==> config.mk <==
export PLATFORM = sky130hd
export DESIGN_NAME = md5_msg_pad
export DESIGN_NICKNAME = d
export VERILOG_FILES = /design/src/rtl/md5_msg_pad.sv
export SDC_FILE = /design/constraint.sdc
export NUM_CORES = 1
export LEC_CHECK = 0
export ABC_AREA = 1
export CAP_MARGIN = 15
export CELL_PAD_IN_SITES_DETAIL_PLACEMENT = 1
export CELL_PAD_IN_SITES_GLOBAL_PLACEMENT = 1
export CORE_MARGIN = 4
export CORE_UTILIZATION = 38
export DETAILED_ROUTE_END_ITERATION = 12
export GPL_TIMING_DRIVEN = 0
export PLACE_DENSITY = 0.78
export SKIP_LAST_GASP = 1
export SLEW_MARGIN = 20
export SYNTH_ARGS = -nofsm -noshare
export SYNTH_HDL_FRONTEND = slang
export SYNTH_SLANG_ARGS = --single-unit
==> constraint.sdc <==
create_clock -name clk_i -period 24.2 [get_ports clk_i]
set_clock_uncertainty 0.1 [all_clocks]
set_input_delay 4.84 -clock clk_i [delete_from_list [all_inputs] [get_ports clk_i]]
set_output_delay 4.84 -clock clk_i [all_outputs]
set_load 0.01 [all_outputs]
==> src/rtl/md5_msg_pad.sv <==
// md5_msg_pad: packs a byte stream into 512-bit MD5 blocks and pads the
// final block (0x80, zero fill, 64-bit bit length).
// Ports: clk_i/rst_i (async, active-high); byte_i, byte_valid_i,
//   byte_last_i, empty_i, byte_ready_o: byte-beat input handshake;
//   blk_o[0:15], blk_valid_o, blk_ready_i, blk_first_o, blk_last_o:
//   block output handshake.
// Option: define MD5_PAD_WORD_BE_EN for MSB-first byte packing and
//   high-word-first length placement.
// LEN_W must be in 1..60.
module md5_msg_pad #(
  parameter int LEN_W = 32
) (
  input  logic        clk_i,
  input  logic        rst_i,
  input  logic [7:0]  byte_i,
  input  logic        byte_valid_i,
  input  logic        byte_last_i,
  input  logic        empty_i,
  output logic        byte_ready_o,
  output logic [31:0] blk_o [0:15],
  output logic        blk_valid_o,
  input  logic        blk_ready_i,
  output logic        blk_first_o,
  output logic        blk_last_o
);

  localparam logic [1:0] S_FILL = 2'd0;
  localparam logic [1:0] S_PAD  = 2'd1;
  localparam logic [1:0] S_LEN  = 2'd2;
  localparam logic [1:0] S_OUT  = 2'd3;

  logic [1:0]       r_state;
  logic [5:0]       r_idx;
  logic [LEN_W-1:0] r_cnt;
  logic [31:0]      r_blk [0:15];
  logic             r_first;
  logic             r_last;
  logic             r_pad_pend;
  logic             r_len_pend;

  logic        w_beat;
  logic        w_data;
  logic        w_xfer;
  logic [3:0]  w_wi;
  logic [4:0]  w_sh;
  logic [63:0] w_bitlen;
  logic [31:0] w_w14;
  logic [31:0] w_w15;

  // Gated by rst_i so ready stays low while reset is held.
  assign byte_ready_o = (r_state == S_FILL) & ~rst_i;
  assign blk_valid_o  = (r_state == S_OUT);
  assign blk_first_o  = r_first;
  assign blk_last_o   = r_last;
  assign blk_o        = r_blk;

  assign w_beat = byte_valid_i & byte_ready_o;
  // An empty last beat only closes the message.
  assign w_data = w_beat & ~(byte_last_i & empty_i);
  assign w_xfer = blk_valid_o & blk_ready_i;

  assign w_wi     = r_idx[5:2];
  assign w_bitlen = {{(61-LEN_W){1'b0}}, r_cnt, 3'b000};

`ifdef MD5_PAD_WORD_BE_EN
  assign w_sh  = {~r_idx[1:0], 3'b000};
  assign w_w14 = w_bitlen[63:32];
  assign w_w15 = w_bitlen[31:0];
`else
  assign w_sh  = {r_idx[1:0], 3'b000};
  assign w_w14 = w_bitlen[31:0];
  assign w_w15 = w_bitlen[63:32];
`endif

  always_ff @(posedge clk_i or posedge rst_i) begin
    if (rst_i) begin
      r_state    <= S_FILL;
      r_idx      <= 6'd0;
      r_cnt      <= '0;
      r_first    <= 1'b1;
      r_last     <= 1'b0;
      r_pad_pend <= 1'b0;
      r_len_pend <= 1'b0;
      for (int i = 0; i < 16; i++) r_blk[i] <= '0;
    end else begin
      unique case (r_state)
        S_FILL: begin
          if (w_beat) begin
            if (w_data) begin
              r_blk[w_wi][w_sh +: 8] <= byte_i;
              r_idx <= r_idx + 6'd1;
              r_cnt <= r_cnt + LEN_W'(1);
            end
            if (byte_last_i) begin
              // Block already full: ship it, pad next.
              if (w_data && r_idx == 6'd63) begin
                r_state    <= S_OUT;
                r_pad_pend <= 1'b1;
              end else begin
                r_state <= S_PAD;
              end
            end else if (r_idx == 6'd63) begin
              r_state <= S_OUT;
            end
          end
        end
        S_PAD: begin
          r_blk[w_wi][w_sh +: 8] <= 8'h80;
          r_pad_pend <= 1'b0;
          // No room for the length: it goes in an extra block.
          if (r_idx <= 6'd55) begin
            r_state <= S_LEN;
          end else begin
            r_state    <= S_OUT;
            r_len_pend <= 1'b1;
          end
        end
        S_LEN: begin
          r_blk[14]  <= w_w14;
          r_blk[15]  <= w_w15;
          r_last     <= 1'b1;
          r_len_pend <= 1'b0;
          r_state    <= S_OUT;
        end
        S_OUT: begin
          if (w_xfer) begin
            for (int i = 0; i < 16; i++) r_blk[i] <= '0;
            r_idx   <= 6'd0;
            r_first <= r_last;
            r_last  <= 1'b0;
            if (r_last) r_cnt <= '0;
            if (r_pad_pend)      r_state <= S_PAD;
            else if (r_len_pend) r_state <= S_LEN;
            else                 r_state <= S_FILL;
          end
        end
        default: r_state <= S_FILL;
      endcase
    end
  end

endmodule

Word level (Yosys, flattened, before mapping)
Cells that the tools add are included.
Storage, ports and cells
  input port bits: 14
  output and inout port bits: 516
  register bits after elaboration: 556
  logic and storage cells: 104
Cells by class
  shifts and indexed selects: 3
  add/subtract/negate cells: 3
  bitwise gates (word level): 8
  reductions and logical operators: 17
  eq/ne operators: 12
  $lt $le $gt $ge: 3
  multiplexer cells: 35
Operators with widths (number)
  two-way mux 512 bit: 3
  case mux 448 bit (3 select lines): 1
  bitwise mux 512 bit: 2
  case mux 64 bit (4 select lines): 1
  two-way mux 32 bit: 5
  demux 32 bit (select 4 bit): 1
  case mux 32 bit (2 select lines): 1
  adder 32 x 1 -> 32 bit (second input constant): 1
  variable shift 8 x 7 -> 32 bit (first input constant): 1
  variable part select 8 x 7 -> 32 bit: 1
  variable part select 8 x 7 -> 32 bit (first input constant): 1
  two-way mux 6 bit: 3
  two-way mux 2 bit: 7
  case mux 6 bit (2 select lines): 1
  AND reduction 4 bit: 3
  != test 2 bit (second input constant): 4
  case mux 2 bit (4 select lines): 1
  nonzero test 2 bit: 4
  negation 5 -> 7 bit: 1
  adder 6 x 1 -> 6 bit (second input constant): 1
  == test 6 bit (second input constant): 1
  <= comparator 6 bit (second input constant): 1
  two-way mux 1 bit: 6
  != test 2 x 1 -> 1 bit (second input constant): 3
  15 further kinds: 27

Longest topological paths before layout
  word-level depth: 9
  depth in mapped cells: 13
  mapped depth without buffers: 10

Worst setup path after synthesis
No wires, ideal clock.
  path type: input to register
  from: input rst_i
  to: register with a tool-made name
  stages: 10
  setup time: 0.117 ns
  slack: 5.503 ns
  buffers on the path: 2
  data arrival time: 18.480 ns
  data required time: 23.983 ns
  cells stage by stage: inv_1 -> nand4_2 -> nand2_1 -> nand2_2 -> buf_6 -> buf_6 -> a21oi_4 -> inv_2 -> nand2_1 -> nand2_1
RTL lines
  start: declaration: line 14  | input logic rst_i,

Worst setup path after layout
  from: input rst_i
  to: output byte_ready_o
On the way
  word-level cells in the longest chain between the ends: 2
Ends and longest elaborated chain
  NOT 1 bit: line 51  | assign byte_ready_o = (r_state == S_FILL) & ~rst_i;
  bitwise AND 1 bit: line 51
  end: declaration: line 19  | output logic byte_ready_o,
Every way passes these cells.

==> summary.md <==
| Metric | Value |
|---|---|
| Status | finished clean |
| Min setup slack post-route | 13070 ps |
| Max clock buf depth | 3 |
| Gates resized, CTS repair | 0 |
| Layout Nets | 3887 |
| Critical Path AT | 6190 ps |
| Die Wd | 269 um |
| Internal power | 1.76 mW |
| DR vias/cell | 5.16 |
| Leak | 16.9 nW |
| Mapped Nets | 3288 |
| Post-CTS setup buffer count | 0 |
| Synth Register Bits | 556 |
| Maximum VDD drop | 0.0592 mV |
| Startpoint Class | primary input |
| Fin crit period | 11130 ps |
| Hold Crit Class | reg -> reg |
| Yosys cell types | 40 |
| Maximum fanout along the worst path | 3 |
| 1st-iter DRT viols | 1635 |
| PortBufs | 529 |
| IO Count | 530 |
| H-tree depth | 2 |
| Detailed placement HPWL | 80.7 mm |
| Drt pass-1 iters | 5 |
| GPL Wtd Cong | 0.901 |
| Cells after synthesis | 3268 |
| Power share of the combinational group | 0.319 |
| Wire per inst | 22.8 um |
| Area grow syn2layout | 33.6% |
| Antenna violations before repair | 3 |
| Layout cells sized above 1 | 0.0735 |
| Post-cts hold buffer count | 0 |
| Highest Clock Rate | 89.9 MHz |
| P_sw | 1.15 mW |
| Pwr dens | 84.4 mW/mm^2 |
| Setup WS pre-CTS | 13100 ps |
| TritonCTS clock tree | yes |
| Max cap viols | 0 |
| Mapped Area | 0.0258 mm^2 |
| Final count of hold timing violations | 0 |
| Clk_lat worst skew | 620 ps |
| Power, Total | 2.91 mW |
| DRT antenna net count | 0 |
| Setup-failing EPs final | 0 |
| Vias in the first global route | 25500 |
| Setup crit end kind | output pin |
| Clk slew on worst S/H paths | 60 ps |
| Net Sw Frac | 0.396 |
| Die area | 0.0722 mm^2 |
| Sequential share of the synthesized area | 0.539 |
| Worst rel slew slack | 0.170 |
| Clk sinks | 556 |
| Largest net degree at the start of global routing | 101 |
| Root Buffer | clkbuf_16 |
| Final wirelength | 109 mm |
| Worst slew pin tran | 1240 ps |
| Initial Util | 0.384 |
| Layout Utilization | 0.513 |
| RSZ-0062 raised after global routing | false |
| Rows | 95 |
| Fillers | 8168 |
| CP required | 19260 ps |
| Power share of the clock group | 0.333 |
| TritonCTS buffer count | 61 |
| Period Utilization, post-route | 0.460 |
| Ys Warns | 0 |
| First-pass GRT wire length | 162 mm |
| DRC | 0 |
| Die H | 269 um |
| Hold Slack | 367 ps |
| Syn avg cell area | 7.90 um^2 |
| Final Max Slew Viols | 0 |
| Core box area | 0.0673 mm^2 |
| Via Count | 24700 |
| Setup_tns | 0 ps |
| Flop pwr share | 0.348 |
| Critical path class | in -> out |
| Overflow after GRT | 0 |
| GRT Total Usage | 0.296 |
## metrics by stage
stage	std cells	instance area, um^2
after global routing	4792	34500
after global placement	4670	32200
after detailed placement	4677	32400
after CTS	4790	34500
after floorplan	3268	25800
final	4792	34500
## final cells by class
| cell class | count | area (um^2) | share of cell area |
|---|---|---|---|
| timing repair buffer | 536 | 5470 | 0.159 |
| sequential | 556 | 13900 | 0.403 |
| inverter | 178 | 676 | 0.0196 |
| clock buffer | 92 | 1810 | 0.0526 |
| clock inverter | 21 | 249 | 0.00722 |
| tap | 873 | 1090 | 0.0317 |
| buffer | 105 | 519 | 0.0151 |
| antenna | 2 | 5.00 | 0.000145 |
| multi-input combinational | 2429 | 10800 | 0.312 |
## per-layer routing
layer | global-route usage | part of all wire | vias to the layer above
met2 | 0.504 | 0.48 | 737
met5 | 0 | 0.00013 | -
li1 | - | - | 11400
met3 | 0.0551 | 0.059 | 201
met1 | 0.377 | 0.41 | 12400
met4 | 0.115 | 0.045 | 2
## worst max-delay path, stage by stage
cell and delay (ps):
clkdlybuf4s50_1 570, nor2_1 220, clkdlybuf4s50_1 560
## placed cells by master (no fill, tap or decap), types with 3 or more instances in the layout
cell type and count:
xnor2_1 4, clkbuf_8 15, nand2_1 1673, buf_4 6, xor2_1 7, buf_16 6
nand3_1 155, clkbuf_1 68, clkbuf_16 62, clkdlybuf4s50_1 529, nand4_1 23, a21oi_1 55
inv_2 10, dfrtp_1 555, o21ai_0 129, buf_1 9, buf_8 4, o22ai_1 12
o21ai_1 43, nand2_2 3, o21bai_1 14, nor2_2 25, nor3_2 10, o21a_1 14
ha_1 6, nor2_1 159, buf_6 3, inv_1 164, buf_2 31, clkinv_1 3
clkinvlp_4 3, nor2_4 83, bufinv_16 5, clkinv_2 12
## synth_stat cells, drive strengths merged
library cell | n | area share
o21bai | 14 | 0.0041
a31oi | 1 | 0.00024
xnor2 | 4 | 0.0014
o21ai | 172 | 0.033
nor2 | 268 | 0.066
a22o | 2 | 0.00068
nand4 | 24 | 0.0061
nand3b | 1 | 0.00029
nand2 | 1677 | 0.24
o221ai | 1 | 0.00034
inv | 175 | 0.025
xor2 | 7 | 0.0024
o31ai | 1 | 0.00029
a21oi | 57 | 0.012
o22ai | 12 | 0.0029
a21o | 1 | 0.00029
ha | 6 | 0.0029
clkbuf | 53 | 0.0077
clkinv | 3 | 0.00044
dfstp | 1 | 0.0010
nor3 | 10 | 0.0031
nand3 | 157 | 0.031
buf | 52 | 0.012
dfrtp | 555 | 0.54
o21a | 14 | 0.0041
## worst paths after layout
path,start,endpoint,slack (ps),depth (start not counted)
worst min register to register,flop,flop,370,2
worst min-delay path,flop,flop,370,2
worst max register to register,r_idx[0]$_DFFE_PP0P_,flop,20220,11
worst max-delay path,rst_i,byte_ready_o,13070,3
min in group asynchronous,rst_i,async pin,4710,2
max in group asynchronous,rst_i,async pin,17500,5
## power by group through the flow
stage               combinational, mW  sequential [mW]  clock [mW]
global route                    0.997             1.02        1.02
CTS                             0.923             1.01       0.983
finish                          0.927             1.01       0.970
floorplan                       0.538             1.03           0
detailed placement              0.918             1.03           0
global placement                0.899             1.03           0
## kinds of logic after synthesis
logic type | synth area share
simple gates | 0.350
flops | 0.539
buf+inv | 0.0459
compound gates | 0.0581
xor+xnor | 0.00373
fa+ha+maj | 0.00291
(Power assumes the default switching activity.)
